**src/rtl/scan_pkg.sv**
```systemverilog
// Shared state encodings and sizing helpers for the scan sequencer.
package scan_pkg;

    typedef enum logic [1:0] {
        ST_IDLE   = 2'd0,
        ST_ACTIVE = 2'd1,
        ST_BLANK  = 2'd2
    } state_t;

    // At least one bit so a modulus of 1 still yields a legal vector.
    function automatic int cnt_width(input int dwell, input int blank);
        int m;
        int c;
        m = (dwell > blank) ? dwell : blank;
        c = $clog2(m);
        return (c < 1) ? 1 : c;
    endfunction

endpackage

```
**src/rtl/scan_sequencer_counter.sv**
```systemverilog
// Modulo counter: counts 0..i_last and wraps, flagging the terminal count.
module mod_counter #(
    parameter int W = 2
) (
    input  logic         i_clk,
    input  logic         i_rst_n,
    input  logic         i_clr,
    input  logic         i_en,
    input  logic [W-1:0] i_last,
    output logic         o_tc
);

    logic [W-1:0] r_count;

    assign o_tc = (r_count == i_last);

    always_ff @(posedge i_clk or negedge i_rst_n) begin
        if (!i_rst_n) begin
            r_count <= '0;
        end else if (i_clr) begin
            r_count <= '0;
        end else if (i_en) begin
            r_count <= o_tc ? '0 : r_count + 1'b1;
        end
    end

endmodule

```
**src/rtl/scan_sequencer.sv**
```systemverilog
// Decoder scan sequencer: steps w through 0..2**N-1, holding en high for
// DWELL cycles then low for BLANK cycles per index; all outputs registered.
module scan_sequencer
    import scan_pkg::*;
#(
    parameter int N     = 4,
    parameter int DWELL = 8,
    parameter int BLANK = 2
) (
    input  logic         clk,
    input  logic         reset_n,
    input  logic         start,
    input  logic         stop,
    input  logic         single,
    output logic [N-1:0] w,
    output logic         en,
    output logic         busy,
    output logic         wrap
);

    localparam int CW = cnt_width(DWELL, BLANK);

    if (DWELL < 1 || BLANK < 1) begin : g_bad_params
        $error("scan_sequencer: DWELL and BLANK must both be >= 1");
    end

    state_t         r_state;
    state_t         w_state_nxt;
    logic [N-1:0]   w_w_nxt;
    logic           w_en_nxt;
    logic           w_busy_nxt;
    logic           w_wrap_nxt;
    logic           r_single;
    logic           w_single_nxt;
    logic [CW-1:0]  w_last;
    logic           w_tc;
    logic           w_cnt_clr;

    // The timer free-runs through ACTIVE/BLANK; its wrap at terminal count
    // coincides with every state change, so it only needs clearing on entry.
    assign w_last    = (r_state == ST_BLANK) ? CW'(BLANK - 1) : CW'(DWELL - 1);
    assign w_cnt_clr = (r_state == ST_IDLE) || stop;

    mod_counter #(.W(CW)) u_timer (
        .i_clk   (clk),
        .i_rst_n (reset_n),
        .i_clr   (w_cnt_clr),
        .i_en    (1'b1),
        .i_last  (w_last),
        .o_tc    (w_tc)
    );

    always_comb begin
        w_state_nxt  = r_state;
        w_w_nxt      = w;
        w_single_nxt = r_single;
        w_wrap_nxt   = 1'b0;
        case (r_state)
            ST_IDLE: begin
                w_w_nxt = '0;
                if (start && !stop) begin
                    w_state_nxt  = ST_ACTIVE;
                    w_single_nxt = single;
                end
            end
            ST_ACTIVE: begin
                if (stop) begin
                    w_state_nxt = ST_IDLE;
                    w_w_nxt     = '0;
                end else if (w_tc) begin
                    w_state_nxt = ST_BLANK;
                end
            end
            ST_BLANK: begin
                if (stop) begin
                    w_state_nxt = ST_IDLE;
                    w_w_nxt     = '0;
                end else if (w_tc) begin
                    w_w_nxt = w + 1'b1;
                    if (w == '1) begin
                        w_wrap_nxt  = 1'b1;
                        w_state_nxt = r_single ? ST_IDLE : ST_ACTIVE;
                    end else begin
                        w_state_nxt = ST_ACTIVE;
                    end
                end
            end
            default: begin
                w_state_nxt = ST_IDLE;
                w_w_nxt     = '0;
            end
        endcase
        w_en_nxt   = (w_state_nxt == ST_ACTIVE);
        w_busy_nxt = (w_state_nxt != ST_IDLE);
    end

    always_ff @(posedge clk or negedge reset_n) begin
        if (!reset_n) begin
            r_state  <= ST_IDLE;
            r_single <= 1'b0;
            w        <= '0;
            en       <= 1'b0;
            busy     <= 1'b0;
            wrap     <= 1'b0;
        end else begin
            r_state  <= w_state_nxt;
            r_single <= w_single_nxt;
            w        <= w_w_nxt;
            en       <= w_en_nxt;
            busy     <= w_busy_nxt;
            wrap     <= w_wrap_nxt;
        end
    end

endmodule

```
**config.mk**
```make
export PLATFORM = sky130hd
export DESIGN_NAME = scan_sequencer
export DESIGN_NICKNAME = d
export VERILOG_FILES = /design/src/rtl/scan_pkg.sv /design/src/rtl/scan_sequencer_counter.sv /design/src/rtl/scan_sequencer.sv
export SDC_FILE = /design/constraint.sdc
export NUM_CORES = 1
export LEC_CHECK = 0
export BUFFER_PORTS_ARGS = -buffer_cell sky130_fd_sc_hd__buf_2
export CAP_MARGIN = 10
export CORE_MARGIN = 2
export CORE_UTILIZATION = 29
export CTS_CLUSTER_SIZE = 30
export DETAILED_ROUTE_END_ITERATION = 10
export MAX_ROUTING_LAYER = met4
export PLACE_DENSITY = 0.55
export SETUP_SLACK_MARGIN = 0.5
export SLEW_MARGIN = 30
export SYNTH_ARGS = -nofsm -noshare
export SYNTH_HDL_FRONTEND = slang
export SYNTH_SLANG_ARGS = --single-unit
```
**constraint.sdc**
```tcl
create_clock -name clk -period 1.65 [get_ports clk]
set_input_delay 0.0825 -clock clk [delete_from_list [all_inputs] [get_ports clk]]
set_output_delay 0.0825 -clock clk [all_outputs]
set_load 0.05 [all_outputs]
```
==> implementation parameters <==
Parameter                              Value

Outcome
  Result of the run ... finished clean

Routing
  DRC Markers ... 0
  Total Wirelength ... 1.78 mm
  Number of nets with antenna violations after detailed routing ... 0
  Total via count after detailed routing ... 632
  Number of iterations in the first detailed-routing pass ... 4
  Vias per inst ... 5.22
  Starting DRC count in detailed routing ... 19
  Wirelength per Cell ... 14.7 microns

Logic synthesis
  Post-synthesis cell count ... 69
  Number of different library cells in the post-synthesis netlist ... 31
  Portion of the post-synthesis area used by sequential elements ... 46.3%
  Dominant register cell in the synthesized netlist ... dfrtp_1
  Mean instance size in the synthesized netlist ... 10.2 sq um
  Net Count, Synth ... 76
  Warning count from the yosys run ... 0
  Area of the mapped netlist ... 703 sq um
  EDFF count, synth ... 0
  Share of flip-flops with an asynchronous set or reset ... 100%
  Number of synthesized register bits ... 13

Setup path
  Category of the worst setup path capture point ... flip-flop
  Maximum fanout along the worst path ... 4
  Critical Path Source Type ... flip-flop
  Path type of the worst setup path ... flip-flop to flip-flop
  Depth of the most critical reg-to-reg path ... 4
  Worst setup slack for register-to-register paths ... 0.34 ns
  Required time worst endpoint ... 1.82 ns
  Critical Path AT ... 1.48 ns

Finish
  Post-layout nets ... 101
  Synthesis-to-finish area growth ... 43.4%
  Fraction of layout cells with a size suffix above 1 ... 54.8%
  Post-route core utilization ... 44.7%
  Layout filler cell count ... 228
  Cell area after layout ... 1010 sq um
  Antenna fix cells ... 0

Global routing
  Via count of the first global-routing pass ... 613
  Global-route usage over all layers ... 14.5%
  Pin count of the biggest net entering global routing ... 15
  Total global routing overflow ... 0
  Initial antenna violation count ... 0
  Wire length of the first global-routing pass ... 2.70 mm

Clocking
  Clock insertion delay at the later pin of the skew report ... 0.29 ns
  CTS HTree Levels ... 1
  Clk sinks ... 13
  Maximum buffer depth of the clock tree ... 2
  Number of buffers created by CTS ... 3
  Clock tree from TritonCTS ... yes
  Clock transition at the registers of the reported paths ... 0.09 ns
  Clock root buffer ... clkbuf_4

STA
  Total negative setup slack ... 0 ns
  Final number of setup-violating endpoints ... 0
  Final setup skew ... 0.00738 ns
  Max-slew violation total from the final report ... 0
  Max Clk Rate ... 0.762 GHz
  Period utilisation layout ... 79.5%
  Time the worst path needs with I/O delays and setup ... 1.31 ns
  RSZ-0062 raised after global routing ... true
  Final hold violation count ... 0
  Worst relative slew slack ... 79.9%
  Actual slew at the worst max-slew pin ... 0.301 ns

Power
  Leakage ... 0.420 nW
  Worst VDD drop ... 0.293 mV
  PwrDens ... 640 nW/um^2

Die
  Effective utilization at floorplan ... 31.2%
  Chip Width ... 53.2 microns
  Height of the die ... 53.2 microns
  Number of core rows ... 17
  IO Count ... 12
  Area of the core ... 2250 sq um
  Overall die area ... 2830 sq um

Placed design
  Post-detailed-placement cell area ... 805 sq um
  PortBufs ... 11
  Estimated wirelength of the detail-placed design ... 1.05 mm
  Final estimated routing congestion in global placement ... 0.781

Job
  Count of maximum capacitance violations ... 0

Worst hold path
  Kind of path behind the tightest hold check ... primary input to flip-flop
  Instance count along the most critical hold path ... 2
## registers in the layout, indices dropped and copies added, names as in the netlist
| signal | count |
|---|---|
| w | 4 |
| u_timer.r_count | 3 |
| r_state | 2 |
| busy | 1 |
| en | 1 |
| r_single | 1 |
| wrap | 1 |
## through the flow
stage | instances | setup WS (ns) | hold WS (ns) | power [mW]
after floorplan | 69 | 0.274 | -0.213 | 0.389
after global placement | 105 | 0.273 | -0.0108 | 0.411
after detailed placement | 105 | 0.216 | -0.0160 | 0.411
after CTS | 120 | 0.347 | 0.0249 | 0.632
after global routing | 121 | 0.300 | 0.0394 | 0.667
final | 121 | 0.338 | 0.0345 | 0.646
## layout make-up
class                   count  area [sq um]  share of cell area [%]
clock buffers               4          26.3                    2.61
multi-input cells          48           433                    42.9
well taps                  28          35.0                    3.47
repair buffers             24           166                    16.5
flip-flops and latches     13           333                    33.0
inverters                   4          15.0                    1.49
## cell usage after synthesis (all sizes together) (2+ instances only)
library cell / instances / area, sq um
a21oi: 2 / 10.0
nand2: 3 / 11.3
nor3b: 2 / 15.0
ha: 2 / 25.0
buf: 2 / 16.3
nand4: 4 / 25.0
nor2: 5 / 18.8
nand3b: 2 / 15.0
o32ai: 3 / 26.3
clkbuf: 2 / 7.51
inv: 4 / 15.0
nand3: 4 / 20.0
nor3: 2 / 10.0
nand2b: 3 / 18.8
o221ai: 2 / 23.8
xnor2: 2 / 17.5
dfrtp: 13 / 325
## cell usage in the layout, fill, tap and decap left out, types with 2 or more instances in the layout
master	n
buf_4	9
nand2b_1	3
dfrtp_2	6
nand3b_1	2
nor2_2	3
nand4_1	4
xnor2_1	2
nor2_1	2
clkbuf_4	3
nand2_1	3
dfrtp_1	7
nand3_1	4
nor3_2	2
buf_6	3
inv_1	3
buf_2	11
o32ai_1	2
## kinds of logic (layout without fill, tap and decap cells)
group	Yosys count	count (layout)	share of synthesized area (%)
AO/OA/AOI/OAI	10	10	12.1
flip-flops	13	13	46.3
buffers and inverters	8	32	5.51
multiplexers	2	2	3.02
AND/OR/NAND/NOR	32	32	27.0
XOR/XNOR	2	2	2.49
adder cells (fa/ha/maj)	2	2	3.56
## power by group
part	internal (mW)	total, mW	switching [mW]
Clock	0.0940	0.209	0.115
Combinational	0.0428	0.0971	0.0542
Sequential	0.330	0.339	0.00891
## metal layers
metal	vias up	GRT usage, %	share of wire (%)	routed length (microns)
li1	303	-	-	-
met3	5	2.26	3.6	64
met4	0	13.7	3.4	61
met2	20	21.4	51	903
met1	304	16.5	42	752
met5	-	-	0	0
## path summary, 6_finish.rpt
kind / from / endpoint
max: u_timer.r_count[1] / busy
min: single / r_single
max reg2reg: u_timer.r_count[1] / busy
min reg2reg: r_single / r_single
max in group asynchronous: reset_n / w[1]
min in group asynchronous: reset_n / en
## worst max-delay path, stage by stage, from the launching register on
cell and delay, ns:
dfrtp_2 0.43, or3b_4 0.43, buf_4 0.16, nor2_2 0.09, o32ai_2 0.08
## what timing repair did
| item | 4_1_cts | 5_1_grt |
|---|---|---|
| pin swaps | 10 | 6 |
| endpoints found under the setup margin | 10 | 13 |
| endpoints found under the hold margin | 13 | 0 |
| gates resized for setup | 8 | 16 |
| hold buffers | 1 | 0 |
| setup buffers | 10 | 1 |
No activity file was read; power rests on OpenSTA's default activity.
